**src/rtl/lsu_stage.sv**
```systemverilog
// Load/store unit stage: takes one request at a time, runs a single memory access,
// and holds the writeback result until the consumer accepts it.
//
// state | meaning
// IDLE  | waiting for a request, in_ready=1
// REQ   | memory access in flight (1 cycle for stores, MEM_LAT cycles for loads)
// RESP  | result presented on out_*, held until out_ready
module lsu_stage #(
  parameter int unsigned MEM_LAT = 1
) (
  input  logic        clk,
  input  logic        rst_n,
  input  logic        in_valid,
  output logic        in_ready,
  input  logic        in_wen,
  input  logic [2:0]  in_funct3,
  input  logic [63:0] in_addr,
  input  logic [63:0] in_wdata,
  input  logic [4:0]  in_rd,
  output logic        mem_ena,
  output logic        mem_wen,
  output logic [3:0]  mem_mask,
  output logic [63:0] mem_addr,
  output logic [63:0] mem_wdata,
  input  logic [63:0] mem_rdata,
  output logic        out_valid,
  input  logic        out_ready,
  output logic [63:0] out_rdata,
  output logic [4:0]  out_rd,
  output logic        out_err
);

  typedef enum logic [1:0] {IDLE, REQ, RESP} state_t;

  localparam logic [3:0] LAT = 4'(MEM_LAT);

  state_t      state_q, state_d;
  logic [3:0]  cnt_q, cnt_d;
  logic        wen_q, wen_d;
  logic [2:0]  funct3_q, funct3_d;
  logic [63:0] addr_q, addr_d;
  logic [63:0] wdata_q, wdata_d;
  logic [4:0]  rd_q, rd_d;
  logic        err_q, err_d;
  logic [63:0] rdata_q, rdata_d;

  logic        req_illegal;
  logic        req_misaligned;
  logic        req_err;
  logic [63:0] rdata_ext;

  always_comb begin
    req_illegal    = in_wen ? in_funct3[2] : (in_funct3 == 3'b111);
    req_misaligned = 1'b0;
    case (in_funct3[1:0])
      2'b01:   req_misaligned = in_addr[0];
      2'b10:   req_misaligned = |in_addr[1:0];
      2'b11:   req_misaligned = |in_addr[2:0];
      default: req_misaligned = 1'b0;
    endcase
    req_err = req_illegal | req_misaligned;
  end

  always_comb begin
    case (funct3_q)
      3'b000:  rdata_ext = {{56{mem_rdata[7]}},  mem_rdata[7:0]};
      3'b001:  rdata_ext = {{48{mem_rdata[15]}}, mem_rdata[15:0]};
      3'b010:  rdata_ext = {{32{mem_rdata[31]}}, mem_rdata[31:0]};
      3'b100:  rdata_ext = {56'd0, mem_rdata[7:0]};
      3'b101:  rdata_ext = {48'd0, mem_rdata[15:0]};
      3'b110:  rdata_ext = {32'd0, mem_rdata[31:0]};
      default: rdata_ext = mem_rdata;
    endcase
  end

  always_comb begin
    state_d  = state_q;
    cnt_d    = cnt_q;
    wen_d    = wen_q;
    funct3_d = funct3_q;
    addr_d   = addr_q;
    wdata_d  = wdata_q;
    rd_d     = rd_q;
    err_d    = err_q;
    rdata_d  = rdata_q;

    case (state_q)
      IDLE: begin
        if (in_valid) begin
          wen_d    = in_wen;
          funct3_d = in_funct3;
          addr_d   = in_addr;
          wdata_d  = in_wdata;
          rd_d     = in_rd;
          err_d    = req_err;
          rdata_d  = '0;
          if (req_err) begin
            state_d = RESP;
            cnt_d   = '0;
          end else begin
            state_d = REQ;
            cnt_d   = in_wen ? 4'd1 : LAT;
          end
        end
      end
      REQ: begin
        // terminal count: this is the last access cycle, capture the load data here
        if (cnt_q == 4'd1) begin
          state_d = RESP;
          cnt_d   = '0;
          if (!wen_q) rdata_d = rdata_ext;
        end else begin
          cnt_d = cnt_q - 4'd1;
        end
      end
      RESP: begin
        if (out_ready) state_d = IDLE;
      end
      default: state_d = IDLE;
    endcase
  end

  always_comb begin
    in_ready  = (state_q == IDLE);
    mem_ena   = (state_q == REQ);
    mem_wen   = mem_ena & wen_q;
    mem_mask  = '0;
    mem_addr  = '0;
    mem_wdata = '0;
    if (mem_ena) begin
      case (funct3_q[1:0])
        2'b00:   mem_mask = 4'b1000;
        2'b01:   mem_mask = 4'b0100;
        2'b10:   mem_mask = 4'b0010;
        default: mem_mask = 4'b0001;
      endcase
      mem_addr = addr_q;
      if (wen_q) mem_wdata = wdata_q << {addr_q[2:0], 3'b000};
    end
    out_valid = (state_q == RESP);
    out_rdata = out_valid ? rdata_q : '0;
    out_rd    = out_valid ? rd_q : '0;
    out_err   = out_valid & err_q;
  end

  always_ff @(posedge clk or negedge rst_n) begin
    if (!rst_n) begin
      state_q  <= IDLE;
      cnt_q    <= '0;
      wen_q    <= 1'b0;
      funct3_q <= '0;
      addr_q   <= '0;
      wdata_q  <= '0;
      rd_q     <= '0;
      err_q    <= 1'b0;
      rdata_q  <= '0;
    end else begin
      state_q  <= state_d;
      cnt_q    <= cnt_d;
      wen_q    <= wen_d;
      funct3_q <= funct3_d;
      addr_q   <= addr_d;
      wdata_q  <= wdata_d;
      rd_q     <= rd_d;
      err_q    <= err_d;
      rdata_q  <= rdata_d;
    end
  end

endmodule

```
**config.mk**
```make
export PLATFORM = sky130hd
export DESIGN_NAME = lsu_stage
export DESIGN_NICKNAME = d
export VERILOG_FILES = /design/src/rtl/lsu_stage.sv
export SDC_FILE = /design/constraint.sdc
export NUM_CORES = 1
export LEC_CHECK = 0
export BUFFER_PORTS_ARGS = -buffer_cell sky130_fd_sc_hd__buf_4
export CELL_PAD_IN_SITES_DETAIL_PLACEMENT = 0
export CELL_PAD_IN_SITES_GLOBAL_PLACEMENT = 1
export CORE_MARGIN = 10
export CORE_UTILIZATION = 38
export CTS_CLUSTER_DIAMETER = 80
export CTS_CLUSTER_SIZE = 10
export DETAILED_ROUTE_END_ITERATION = 10
export PLACE_DENSITY_LB_ADDON = 0.1
export SYNTH_ARGS = -nofsm -noshare
export SYNTH_HDL_FRONTEND = slang
export SYNTH_SLANG_ARGS = --single-unit
```
**constraint.sdc**
```tcl
create_clock -name clk -period 4.5 [get_ports clk]
set_input_delay 0.225 -clock clk [delete_from_list [all_inputs] [get_ports clk]]
set_output_delay 0.225 -clock clk [all_outputs]
set_load 0.02 [all_outputs]
```
==> Yosys cells after proc, flatten, opt, wreduce, memory -nomap -nowiden <==
Index checks and enable logic that the tools add are counted.
W data, S select, Z words.
{ "word_totals": {"memories": 0, "ramBits": 0, "latch_bits": 0, "ff_bits": 208, "romBits": 0, "output_inout_bits": 206} }
{ "op_classes": {"n_mul": 0, "n_reduce_logical": 10, "addsub": 1, "n_bitwise": 3, "eq_ne": 18, "n_div": 0, "magnitude_cmp": 0, "mux": 23, "shifts": 1} }
{ "op_table": {"columns": ["cell", "count"], "rows": [
  ["$mux W64", 7],
  ["$pmux W64 S6", 1],
  ["$pmux W64 S2", 1],
  ["$shl A64 B6 Y64", 1],
  ["$eq A3 B3 Y1 const B", 4],
  ["$mux W4", 3],
  ["$pmux W4 S3", 1],
  ["$eq A2 B2 Y1 const B", 4],
  ["$mux W2", 4],
  ["$pmux W4 S2", 1],
  ["$eq A2 B1 Y1 const B", 3],
  ["$pmux W2 S3", 1],
  ["$mux W5", 1],
  ["$eq A4 B1 Y1 const B", 1],
  ["$logic_not A2 Y1", 2],
  ["$ne A2 B1 Y1 const B", 2],
  ["$ne A2 B2 Y1 const B", 2],
  ["$reduce_and A2 Y1", 2],
  ["$reduce_and A4 Y1", 1],
  ["$sub A4 B1 Y4 const B", 1],
  ["$eq A3 B1 Y1 const B", 1],
  ["$eq A3 B2 Y1 const B", 1],
  ["$logic_not A3 Y1", 1],
  ["$pmux W1 S3", 1],
  ["7 further kinds", 9]
]} }

==> Depth between registers and ports, before layout <==
{ "depth": {"ltp_word": 6, "mapped_depth": 9, "depth_no_buf": 6} }

==> Worst setup path after synthesis <==
No wires, ideal clock.
{ "synth_timing": {"path_type": "flip-flop to output port", "from": "register addr_q[1]", "to": "output mem_wdata[44]", "setup_slack_ps": 2474, "required_ps": 4275, "arrival_time_ps": 1801, "path_stages_with_launch": 6, "cell_sequence": "dfrtp_1 > clkbuf_1 > clkbuf_1 > clkbuf_1 > nor2_1 > o32ai_1"} }
{ "synth_via": {"elab_chain_len": 3} }
{ "synth_rtl": {"columns": ["item", "line", "source"], "rows": [
  ["from (decl)", "41", "logic [63:0] addr_q, addr_d;"],
  ["from (signal assigned)", "162", "addr_q <= addr_d;"],
  ["$shl A64 B6 Y64", "138", "if (wen_q) mem_wdata = wdata_q << {addr_q[2:0], 3'b000};"],
  ["$mux W64", "138", null],
  ["$mux W64", "130", "if (mem_ena) begin"],
  ["to (decl)", "24", "output logic [63:0] mem_wdata,"]
]} }
No other way between the ends.

==> Final worst setup path <==
{ "layout_timing": {"from": "register state_q[0]", "to": "output mem_wdata[7]"} }
{ "layout_via": {"elab_chain_len": 2} }
{ "layout_rtl": {"columns": ["item", "line", "source"], "rows": [
  ["from (decl)", "37", "state_t state_q, state_d;"],
  ["from (signal assigned)", "158", "state_q <= state_d;"],
  ["$eq A2 B1 Y1", "125", "mem_ena = (state_q == REQ);"],
  ["$mux W64", "130", null]
]} }
No other way between the ends.

==> run_results.csv <==
group,metric,value,unit
global_route,antenna_found_initial,6,
power,power.density,538.0,nW/um2
timing,unrepaired_setup_endpoints_after_global_routing,"false",
status,outcome,"complete, no violations",
setup_path,arrival_time_at_the_worst_endpoint,3340,ps
hold_path,worstHoldStart,"mem_rdata[43]",
cells_and_area,area_growth_syn_to_layout,52.64,%
hold_path,min-delay-path-class,"input pin to flip-flop",
cells_and_area,final_layout_size_suffix_gt1_share,27.27,%
cells_and_area,final-instance-count-excl-fill,2225,
cells_and_area,final-seq-area,5206,um2
placed_design,placed_cell_areas,14100,um2
timing,worstMarginPinSlew,1056,ps
detailed_routing,route.detailed.wl_per_inst,19.38,um
setup_path,timing.critical_path.max_delay_family,"simple AND/OR/NAND/NOR gates",
setup_path,cp_max_fo,71,
floorplan,horiz_die_dim,188.4,um
synthesis,post_synth_main_area_contributors,"sky130_fd_sc_hd__dfrtp_1, sky130_fd_sc_hd__nand2_1, sky130_fd_sc_hd__and2_1, sky130_fd_sc_hd__o21ai_0, sky130_fd_sc_hd__mux2_2",
setup_path,worstPathBufferInverterCount,3,
floorplan,start_util,38.67,%
synthesis,synth.net_count,1524,
timing,setup_tns,0,ps
setup_path,crit_top_cell,"sky130_fd_sc_hd__buf_4",
timing,finalHoldViolCount,0,
detailed_routing,detailroute.via_count,11074,
synthesis,synth-edff-count,0,
cells_and_area,finish.instance_area,16440,um2
placed_design,place_inst,2024,
placed_design,numPortBuffers,410,
setup_path,cpPeakStageDelay,570,ps
setup_path,crit_type,"flip-flop to output pin",
cells_and_area,design.final.nets,2047,
synthesis,post_synth_inst_count,1317,
clocking,clock_tree.htree_level_count,1,
synthesis,post_synth_num_cell_types,41,
job,maxCapViolCount,0,
clocking,cts.repair.resized,0,
floorplan,ioPinCount,411,
synthesis,ys_async_sr_fraction,100.0,%
synthesis,synthesized_flop_and_latch_total,208,
setup_path,rr_worst_depth,7,
synthesis,synthFlopType,"sky130_fd_sc_hd__dfrtp_1",
clocking,root_buffer,"sky130_fd_sc_hd__clkbuf_16",
global_route,total_global_route_track_usage,23.50,%
synthesis,netlist_area,10770,um2
hold_path,min_delay_worst_endpoint,"rdata_q[43]$_DFFE_PN0P_",
detailed_routing,detail_route.vias_per_cell,4.977,
setup_path,data_required_time_of_the_critical_path,4280,ps
cells_and_area,layout_commonest_cell,"sky130_fd_sc_hd__nand2_1",
detailed_routing,drc_errors,0,
power,leakage_power_total,8.367,nW
detailed_routing,drt_pre_antenna_iters,5,
floorplan,die_height,188.4,um
global_route,first_pass_grt_wire_length,67430,um
synthesis,synth_area_per_cell,8.180,um2
setup_path,slowest_stage_cell_crit_path,"sky130_fd_sc_hd__nor2_1",
timing,worst_hold_slack,14.77,ps
timing,slew_headroom,29.41,%
global_route,maximum_number_of_pins_on_one_net_before_global_route_repair,97,
timing,post-route-period-util,79.27,%
detailed_routing,detail_route.iter0.violations,715,
timing,finalSetupViolations,0,
setup_path,crit_path_cell_trace,"nand2b_1 > inv_2 > buf_4 > nand4_1 > nor2_1 > and2_1 > buf_4",
global_route,grt_pass1_vias,11448,
cells_and_area,fillCellCount,2569,
clocking,max-clock-path-buffers,3,
timing,period_needed,3567,ps
synthesis,synth.yosys.seq_area_share,48.32,%
clocking,clkLatencyLatePin,510,ps
floorplan,core-area,27860,um2
clocking,cts_tree,"yes",
clocking,clkSlewWorstSetupHoldPaths,60,ps
cells_and_area,final_cell_mix,"sky130_fd_sc_hd__nand2_1, sky130_fd_sc_hd__buf_4, sky130_fd_sc_hd__dfrtp_1, sky130_fd_sc_hd__dlygate4sd3_1, sky130_fd_sc_hd__and2_1",
synthesis,synthesis.yosys.warnings,0,
cells_and_area,multi_input_area,5129,um2
floorplan,die_area,35490,um2
timing,slew_violations,0,
placed_design,place.detailed.hpwl,30260,um
synthesis,synth.top_cell.area_share,48.32,%
placed_design,globalplace.congestion,0.9423,
setup_path,critPathLaunchType,"flip-flop",
clocking,tritoncts_num_sinks,208,
setup_path,critPathCaptureType,"output pin",
setup_path,r2r_setup_slack,1910,ps
detailed_routing,finalWirelength,43110,um
synthesis,synth_area_leader_cell,"sky130_fd_sc_hd__dfrtp_1",
clocking,cts_buffers,24,
power,power.ir.vdd_worst,333.2,uV
setup_path,rr_startpoint,"cnt_q[1]$_DFFE_PN0P_",
timing,finClkSkew,7.204,ps
detailed_routing,postRouteAntennaNets,0,
timing,timing.fmax,280.3,MHz
floorplan,core.rowCount,61,
global_route,globalRoute.totalOverflow,0,
hold_path,holdPathStages,3,
setup_path,capture_point_of_the_worst_reg_to_reg_path,"rdata_q[35]$_DFFE_PN0P_",
final cells by class:
cell class	instances	area share (%)
multi-input cells	1002	31.19
repair buffers	598	30.13
clock buffers	27	3.911
well taps	378	2.876
diodes	6	0.09131
inverters	6	0.1370
flip-flops and latches	208	31.66
layer usage:
layer / global-route usage, % / vias up / routed length [um]
li1: - / 5325 / -
met1: 31.04 / 5283 / 18540
met2: 37.78 / 415 / 20090
met3: 6.296 / 51 / 3591
met4: 5.189 / 0 / 892
met5: 0 / - / 0
sequential cells by signal, summed over array words and instances, names as in the netlist, 2 cells and up:
| signal | flops |
|---|---|
| addr_q | 64 |
| rdata_q | 64 |
| wdata_q | 64 |
| rd_q | 5 |
| cnt_q | 4 |
| funct3_q | 3 |
| state_q | 2 |
timing repair:
item,CTS,global route
hold buffers,168,0
endpoints found under the hold margin,261,0
buffers inserted,0,0
worst reg2reg max path, cell delays in order (launching register included):
cell,delay [ps]
sky130_fd_sc_hd__dfrtp_1,390
sky130_fd_sc_hd__inv_1,90
sky130_fd_sc_hd__ha_1,150
sky130_fd_sc_hd__or3b_4,420
sky130_fd_sc_hd__or3_2,670
sky130_fd_sc_hd__buf_4,430
sky130_fd_sc_hd__nand3_1,200
sky130_fd_sc_hd__o21ai_0,110
how the worst max path moves through the flow:
stage / start / end / slack (ps) / depth (start not counted)
floorplan: addr_q[1]$_DFFE_PN0P_ / mem_wdata[44] / 2470 / 5
global placement: state_q[0]$_DFFE_PN0P_ / mem_wdata[36] / 1530 / 7
detailed placement: state_q[0]$_DFFE_PN0P_ / mem_wdata[4] / 1430 / 7
CTS: state_q[0]$_DFFE_PN0P_ / mem_wdata[7] / 890 / 7
global route: state_q[0]$_DFFE_PN0P_ / mem_wdata[4] / 570 / 7
finish: state_q[0]$_DFFE_PN0P_ / mem_wdata[7] / 930 / 7
synth_stat cells (all sizes together) (2+ instances only):
cell and instances:
mux2i 35, and2 141, ha 2, nand4 2, o22ai 18, nor2b 3
dfrtp 208, buf 33, inv 5, nand3 69, nor2 75, mux2 32
nor3b 3, or3 3, clkbuf 68, o2bb2ai 8, o21a 2, a21oi 52
nor3 4, o32ai 6, nand2 438, o21ai 100
through the flow:
| stage | util (%) | power (mW) | setup slack (ps) |
|---|---|---|---|
| final | 59.03 | 8.846 | 932.9 |
| after detailed placement | 50.63 | 6.985 | 1430 |
| after floorplan | - | 5.526 | 2474 |
| after global routing | 59.02 | 9.481 | 570.9 |
| after global placement | 50.63 | 6.964 | 1525 |
| after CTS | 58.97 | 8.880 | 888.7 |
cell families (layout without fill, tap and decap cells):
kind of cell             count (synthesis)  after routing  synth area share, %
adder cells (fa/ha/maj)                  2              2               0.2323
flip-flops                             208            208                48.32
AND/OR/NAND/NOR                        741            741                30.56
other                                    0              6                    0
AO/OA/AOI/OAI                          192            192                9.919
buffers and inverters                  107            631                4.378
multiplexers                            67             67                6.597
where the power goes:
group	switching, mW	internal, mW
registers	0.644	2.58
logic	2.39	1.51
clock network	0.733	0.990
total	3.77	5.08
(Power assumes the default switching activity.)
